===== src/rtl/mem_arb_pkg.sv =====
// Shared types and constants for the two-requester RAM port arbiter.
package mem_arb_pkg;

    localparam logic        REQ_ID_FETCH = 1'b0;
    localparam logic        REQ_ID_LSU   = 1'b1;
    localparam int unsigned RD_LATENCY   = 2;

    typedef struct packed {
        logic valid;
        logic id;
    } inflight_t;

endpackage


===== src/rtl/rr_arbiter2.sv =====
// Two-way round-robin arbiter; the last accepted requester loses the next tie.
module rr_arbiter2
    import mem_arb_pkg::*;
(
    input  logic       clk,
    input  logic       rst_n,
    input  logic [1:0] i_valid,
    input  logic       i_accept,
    output logic [1:0] o_grant_c
);

    logic r_last_grant;

    always_comb begin
        o_grant_c = i_valid;
        if (i_valid == 2'b11) begin
            o_grant_c = (r_last_grant == REQ_ID_LSU) ? 2'b01 : 2'b10;
        end
    end

    // Reset to the LSU id so fetch wins the first contention.
    always_ff @(posedge clk or negedge rst_n) begin
        if (!rst_n) begin
            r_last_grant <= REQ_ID_LSU;
        end else if (i_accept) begin
            r_last_grant <= o_grant_c[1];
        end
    end

endmodule


===== src/rtl/mem_port_arbiter.sv =====
// Front end for one shared RAM port: arbitrates two requesters, registers the
// RAM-side signals and routes each read response back to its issuer.
module mem_port_arbiter
    import mem_arb_pkg::*;
#(
    parameter int unsigned DATA_WIDTH = 16,
    parameter int unsigned ADDR_WIDTH = 16
) (
    input  logic                  clk,
    input  logic                  rst_n,
    input  logic                  req0_valid,
    output logic                  req0_ready,
    input  logic                  req0_we,
    input  logic [ADDR_WIDTH-1:0] req0_addr,
    input  logic [DATA_WIDTH-1:0] req0_wdata,
    output logic                  rsp0_valid,
    output logic [DATA_WIDTH-1:0] rsp0_rdata,
    input  logic                  req1_valid,
    output logic                  req1_ready,
    input  logic                  req1_we,
    input  logic [ADDR_WIDTH-1:0] req1_addr,
    input  logic [DATA_WIDTH-1:0] req1_wdata,
    output logic                  rsp1_valid,
    output logic [DATA_WIDTH-1:0] rsp1_rdata,
    output logic                  ram_wren,
    output logic [ADDR_WIDTH-1:0] ram_address,
    output logic [DATA_WIDTH-1:0] ram_data,
    input  logic [DATA_WIDTH-1:0] ram_q
);

    logic [1:0]            w_valid;
    logic [1:0]            w_grant;
    logic                  w_accept;
    logic                  w_sel_id;
    logic                  w_sel_we;
    logic [ADDR_WIDTH-1:0] w_sel_addr;
    logic [DATA_WIDTH-1:0] w_sel_wdata;
    inflight_t             w_issue;
    inflight_t             w_retire;

    logic                  r_ram_wren;
    logic [ADDR_WIDTH-1:0] r_ram_address;
    logic [DATA_WIDTH-1:0] r_ram_data;
    inflight_t [RD_LATENCY-1:0] r_pipe;
    logic                  r_rsp0_valid;
    logic                  r_rsp1_valid;
    logic [DATA_WIDTH-1:0] r_rsp0_rdata;
    logic [DATA_WIDTH-1:0] r_rsp1_rdata;

    assign w_valid  = {req1_valid, req0_valid};
    assign w_accept = |(w_valid & w_grant);
    assign w_sel_id = w_grant[1];

    rr_arbiter2 u_arb (
        .clk       (clk),
        .rst_n     (rst_n),
        .i_valid   (w_valid),
        .i_accept  (w_accept),
        .o_grant_c (w_grant)
    );

    assign req0_ready = w_grant[0];
    assign req1_ready = w_grant[1];

    always_comb begin
        w_sel_we    = req0_we;
        w_sel_addr  = req0_addr;
        w_sel_wdata = req0_wdata;
        if (w_sel_id == REQ_ID_LSU) begin
            w_sel_we    = req1_we;
            w_sel_addr  = req1_addr;
            w_sel_wdata = req1_wdata;
        end
    end

    // RAM-side issue register; address/data hold when nothing is accepted.
    always_ff @(posedge clk or negedge rst_n) begin
        if (!rst_n) begin
            r_ram_wren    <= 1'b0;
            r_ram_address <= '0;
            r_ram_data    <= '0;
        end else begin
            r_ram_wren <= w_accept & w_sel_we;
            if (w_accept) begin
                r_ram_address <= w_sel_addr;
                r_ram_data    <= w_sel_wdata;
            end
        end
    end

    assign w_issue.valid = w_accept & ~w_sel_we;
    assign w_issue.id    = w_sel_id;
    assign w_retire      = r_pipe[RD_LATENCY-1];

    // In-flight read tracker; its last stage lines up with valid ram_q.
    always_ff @(posedge clk or negedge rst_n) begin
        if (!rst_n) begin
            r_pipe <= '0;
        end else begin
            r_pipe <= {r_pipe[RD_LATENCY-2:0], w_issue};
        end
    end

    always_ff @(posedge clk or negedge rst_n) begin
        if (!rst_n) begin
            r_rsp0_valid <= 1'b0;
            r_rsp1_valid <= 1'b0;
            r_rsp0_rdata <= '0;
            r_rsp1_rdata <= '0;
        end else begin
            r_rsp0_valid <= w_retire.valid && (w_retire.id == REQ_ID_FETCH);
            r_rsp1_valid <= w_retire.valid && (w_retire.id == REQ_ID_LSU);
            if (w_retire.valid && (w_retire.id == REQ_ID_FETCH)) begin
                r_rsp0_rdata <= ram_q;
            end
            if (w_retire.valid && (w_retire.id == REQ_ID_LSU)) begin
                r_rsp1_rdata <= ram_q;
            end
        end
    end

    assign ram_wren    = r_ram_wren;
    assign ram_address = r_ram_address;
    assign ram_data    = r_ram_data;
    assign rsp0_valid  = r_rsp0_valid;
    assign rsp1_valid  = r_rsp1_valid;
    assign rsp0_rdata  = r_rsp0_rdata;
    assign rsp1_rdata  = r_rsp1_rdata;

endmodule


===== config.mk =====
export PLATFORM = sky130hd
export DESIGN_NAME = mem_port_arbiter
export DESIGN_NICKNAME = d
export VERILOG_FILES = /design/src/rtl/mem_arb_pkg.sv /design/src/rtl/rr_arbiter2.sv /design/src/rtl/mem_port_arbiter.sv
export SDC_FILE = /design/constraint.sdc
export NUM_CORES = 1
export LEC_CHECK = 0
export CAP_MARGIN = 20
export CORE_ASPECT_RATIO = 1.25
export CORE_MARGIN = 3
export CORE_UTILIZATION = 37
export DETAILED_ROUTE_END_ITERATION = 10
export HOLD_SLACK_MARGIN = 0.12
export PLACE_DENSITY = 0.79
export SYNTH_ARGS = -nofsm -noshare
export SYNTH_HDL_FRONTEND = slang
export SYNTH_SLANG_ARGS = --single-unit
export TNS_END_PERCENT = 50

===== constraint.sdc =====
create_clock -name clk -period 1.1 [get_ports clk]
set_input_delay 0.165 -clock clk [delete_from_list [all_inputs] [get_ports clk]]
set_output_delay 0.165 -clock clk [all_outputs]
set_load 0.03 [all_outputs]

==> results of run 1 <==
[placed cells by master, fill, tap and decap left out, types with 2 or more instances in the layout]
cell	count
a31oi_1	16
a31oi_2	7
a31oi_4	9
and3_1	32
buf_12	10
buf_2	2
buf_4	28
buf_6	59
bufinv_16	2
clkbuf_16	3
clkbuf_8	9
clkdlybuf4s50_1	82
clkinv_2	2
clkinv_4	3
dfrtp_1	70
dlygate4sd3_1	2
inv_1	4
mux2_4	32
mux2i_1	32
nand2_4	3
o21ai_1	30
o21ai_2	2
[final cells by class]
class | instances | share of cell area [%]
Clock buffer | 9 | 2.13
Clock inverter | 7 | 1.65
Inverter | 6 | 0.430
Multi-Input combinational cell | 168 | 27.9
Sequential cell | 72 | 31.0
Tap cell | 120 | 2.58
Timing Repair Buffer | 186 | 34.4
[layer usage]
metal	track usage [%]	up-vias	wire, µm
met1	21.1	1433	3990
li1	-	1351	-
met5	0	-	0
met2	32.9	113	5430
met3	4.96	20	516
met4	6.94	0	258
[worst max-delay path by stage]
stage | start | to | cells past startpoint
5_1_grt | u_arb.r_last_grant | req1_ready | 4
3_3_place_gp | u_arb.r_last_grant | ram_address[3] | 4
2_1_floorplan | r_pipe[3] | rsp1_rdata[10] | 3
6_report | u_arb.r_last_grant | ram_data[7] | 5
4_1_cts | u_arb.r_last_grant | req1_ready | 4
3_5_place_dp | u_arb.r_last_grant | ram_address[2] | 4
[registers in the layout, indices dropped and copies added, names as in the netlist]
name,count
rsp1_rdata,16
u_arb.r_last_grant,1
ram_data,16
ram_wren,1
ram_address,16
r_pipe,4
rsp0_rdata,16
rsp1_valid,1
rsp0_valid,1
[report_power, final]
part | switching, µW | internal [µW]
Sequential | 396 | 3170
Clock | 1030 | 1280
Combinational | 1960 | 2070
Total | 3380 | 6520
[what timing repair did]
action                                 4_1_cts  5_1_grt
buffers inserted                             8        1
hold buffers                                 2        0
endpoints found under the hold margin       73        0
cloned                                       0        3
setup endpoints to repair                   69      119
pin swaps                                   10        2
resized for setup                           17       90
[kinds of logic (layout without fill, tap and decap cells)]
| logic type | count (synthesis) | after routing | share of synthesized area [%] |
|---|---|---|---|
| buffers and inverters | 29 | 208 | 5.94 |
| AO/OA/AOI/OAI | 68 | 68 | 11.6 |
| flip-flops | 72 | 72 | 54.1 |
| AND/OR/NAND/NOR | 36 | 36 | 6.84 |
| multiplexers | 64 | 64 | 21.5 |
[worst max-delay path, cell delays in order (launching register included)]
cell and delay, ns:
dfstp_2 0.59, nand2_4 0.07, buf_4 0.17, clkbuf_16 0.18
a31oi_4 0.18, o21ai_1 0.08
[per-stage QoR]
stage	cell area, µm²	worst slack, ns
after floorplan	3340	-0.0767
after global placement	4930	-0.107
after detailed placement	4930	-0.140
after CTS	5320	-0.323
after global routing	5820	-0.367
final	5820	-0.309
==> results.cfg, run 1 <==
[power]
powerDensity_mw_per_mm2 = 1700
total_power_uw = 9900
ir_drop_v = 0.000589
p_leak_uw = 0.00277

[synth]
synth-edff-count = 0
avgSynthCellArea_um2 = 12.4
yosysMostFrequentCell = dfrtp_1
synth_cell_types = 23
ys_warn_count = 0
syn_inst = 269
synth_seq_area_share_pct = 54.1
synth_area_leaders = dfrtp_1, mux2i_1, mux2_2
synth_top_area_share_pct = 53.3
synth.largest_area_cell = dfrtp_1
netlist_area_mm2 = 0.00333
syn_nets = 355
ys.flop_type = dfrtp_1
ys_ff_latch = 72
async_reset_ff_share_pct = 100
synth_commonest_cells = dfrtp_1, a31oi_1, and3_1, mux2i_1, o21ai_1

[hold_path]
min_path_type = input port to register
worstHoldPathCells = 3
hold_start = req1_valid
min_delay_worst_endpoint = ram_address[15]

[grt]
track_usage_pct = 18.4
grt_max_degree = 34
grt-ovfl-total = 0
antenna_found_initial = 0
grt_pass1_wl_um = 15000
grt_pass1_vias = 3052

[final_layout]
instances_no_fill = 568
utilization_pct = 66.6
final_nets = 529
synthToLayoutAreaGrowth_pct = 74.8
nFillCells = 680
drive_gt1_share_pct = 39.3
multi_input_area_mm2 = 0.00162
diodes = 0
final-seq-area_mm2 = 0.00180

[drt]
wirelength_um = 10200
drt_first_pass_iters = 4
avgRoutedWirePerCell_um = 17.9
viasPerCell = 5.14
vias = 2917
drtIter0Drc = 99
route.antenna.remaining_nets = 0
drcViolationCount = 0

[critical_path]
worstSetupPathType = register to register
cp-start-kind = register
critPathCaptureType = register
crit_required_ns = 1.31
r2r-start = u_arb.r_last_grant
r2r_end = ram_data[7]
path_max_fanout = 11
reg2reg_slack_ns = -0.31
cp.arrival_ns = 1.62
reg2regPathDepth = 5

[timing]
setup_tns_ns = -10.22
period_share_pct = 128
setup_slack_ns = -0.309
rsz0062_at_grt = true
worst_clock_skew_ns = 0.00853
hold_violations = 0
min_period_ns = 1.41
max_slew.worst_pin.slew_ns = 0.414
maxSlewViolCount = 0
setup_viol = 66
hold_slack_ns = 0.260
fmax_mhz = 709
slew_headroom_pct = 72.4

[placed_design]
placed_cells = 539
io_buffers = 154
dp.final_hpwl_um = 6670
gp_congestion = 0.786

[outcome]
outcome = finished with violations
failed_checks = negative setup slack

[clock_network]
htreeDepth = 3
clk_latency_ns = 0.34
path_clk_slew_ns = 0.08
cts_tree = done
clockRootBuffer = clkbuf_8
clkSinkCount = 72
ctsLongestPathBuffers = 2
cts-buffers-inserted = 9

[job]
maxCapViolCount = 0

[die]
dieHeight_um = 112
die_w_um = 90.9
die-area_mm2 = 0.0102
io_pins = 155
rows = 38
start_util_pct = 38.1
coreArea_mm2 = 0.00875
(Power assumes the default switching activity.)
==> run 2: changes to the inputs <==
--- a/config.mk
+++ b/config.mk
@@ -7,10 +7,9 @@
 export LEC_CHECK = 0
 export CAP_MARGIN = 20
 export CORE_ASPECT_RATIO = 1.25
-export CORE_MARGIN = 3
 export CORE_UTILIZATION = 37
 export DETAILED_ROUTE_END_ITERATION = 10
-export HOLD_SLACK_MARGIN = 0.12
+export GPL_TIMING_DRIVEN = 0
 export PLACE_DENSITY = 0.79
 export SYNTH_ARGS = -nofsm -noshare
 export SYNTH_HDL_FRONTEND = slang
==> results.cfg, run 2 (synthesis gave the netlist of run 1 again) <==
[critical_path]
worstSetupPathType = register to primary output
critPathCaptureType = primary output
path_max_fanout = 6
cp.arrival_ns = 1.26
cp-start-kind = register
crit_required_ns = 0.94

[grt]
antenna_found_initial = 0
track_usage_pct = 20.0
grt-ovfl-total = 0
grt_pass1_vias = 3007
grt_max_degree = 73
grt_pass1_wl_um = 14500

[drt]
route.antenna.remaining_nets = 0
vias = 2918
drcViolationCount = 0
viasPerCell = 5.11
wirelength_um = 9650
drtIter0Drc = 103
drt_first_pass_iters = 4
avgRoutedWirePerCell_um = 16.9

[timing]
rsz0062_at_grt = true
maxSlewViolCount = 0
setup_slack_ns = -0.327
fmax_mhz = 701
max_slew.worst_pin.slew_ns = 1.04
setup_viol = 68
slew_headroom_pct = 30.8
hold_violations = 0
period_share_pct = 130
worst_clock_skew_ns = 0.00709
min_period_ns = 1.43

[clock_network]
htreeDepth = 3
cts-buffers-inserted = 9
path_clk_slew_ns = 0.07
clk_latency_ns = 0.34
cts_tree = done
ctsLongestPathBuffers = 2
clkSinkCount = 72
clockRootBuffer = clkbuf_8

[power]
total_power_uw = 9370
p_leak_uw = 0.00256
ir_drop_v = 0.000716
powerDensity_mw_per_mm2 = 1720

[die]
rows = 38
start_util_pct = 38.3
io_pins = 155
die-area_mm2 = 0.00939
coreArea_mm2 = 0.00870
dieHeight_um = 108
die_w_um = 86.9

[placed_design]
dp.final_hpwl_um = 6530
gp_congestion = 0.723
io_buffers = 152

[job]
maxCapViolCount = 0

[final_layout]
synthToLayoutAreaGrowth_pct = 63.2
final_cell_mix = clkdlybuf4s50_1, dfrtp_1, buf_2
drive_gt1_share_pct = 38.1
final_common_cell = clkdlybuf4s50_1
utilization_pct = 62.5
final_nets = 533
diodes = 0

[outcome]
failed_checks = negative setup slack
outcome = finished with violations

[hold_path]
min_path_type = input port to register
-- run 2: cell count changes in the layout (fill, tap and decap cells not counted), sizes merged --
cell / previous run / this run
clkdlybuf4s15: 0 / 5
clkbuf: 12 / 24
dlygate4sd3: 2 / 1
clkinv: 5 / 0
bufinv: 2 / 3
buf: 99 / 90
-- run 2: per-stage QoR --
step	setup TNS (ns)	worst slack (ns)	area, µm²	std cells	hold slack (ns)
final	-12.00	-0.327	5440	571	0.148
after global routing	-14.38	-0.358	5440	571	0.154
after CTS	-11.14	-0.328	5120	568	0.133
after detailed placement	-12.84	-0.518	5040	542	0.210
after global placement	-200.22	-2.63	5010	541	0.332
after floorplan	-2.51	-0.0767	3340	269	-0.131
-- run 2: worst paths after layout --
kind / slack (ns) / end / startpoint / cells after the start
min reg2reg: 0.35 / r_pipe[2] / r_pipe[0] / 0
max reg2reg: -0.31 / ram_address[9] / u_arb.r_last_grant / 5
min: 0.15 / u_arb.r_last_grant / req1_valid / 3
max: -0.33 / req1_ready / u_arb.r_last_grant / 4
max in group asynchronous: 0.39 / u_arb.r_last_grant / rst_n / 3
min in group asynchronous: 0.38 / ram_address[6] / rst_n / 3
-- run 2: cell type report --
class,instances,area [µm²]
Fill cell,716,3260
Sequential cell,72,1800
Multi-Input combinational cell,168,1630
Timing Repair Buffer,168,1400
Buffer,22,204
Tap cell,120,150
Clock buffer,12,145
Clock inverter,3,90.1
Inverter,6,22.5
-- run 2: what timing repair did --
action | in CTS | in global routing
gates resized for setup | 361 | 28
gates cloned | 0 | 1
pin swaps | 13 | 4
endpoints found under the setup margin | 128 | 89
hold buffers | 1 | 0
endpoints found under the hold margin | 71 | 0
buffers inserted | 10 | 3
-- run 2: report_power, final --
part | switching [µW] | internal [µW] | leakage [µW]
Sequential | 277 | 3160 | 0.000851
Combinational | 1950 | 1470 | 0.00159
Clock | 954 | 1560 | 0.000117
-- run 2: per-layer routing --
metal  global-route usage [%]  share of wire (%)
met1                     23.9                 41
met2                     34.4                 51
met3                     4.12                5.4
met4                     8.81                2.3
met5                        0                  0
-- run 2: worst max-delay path, stage by stage, from the launching register on --
cell	delay (ns)
dfstp_2	0.61
nand2_4	0.07
nand2_4	0.06
inv_2	0.05
buf_6	0.13
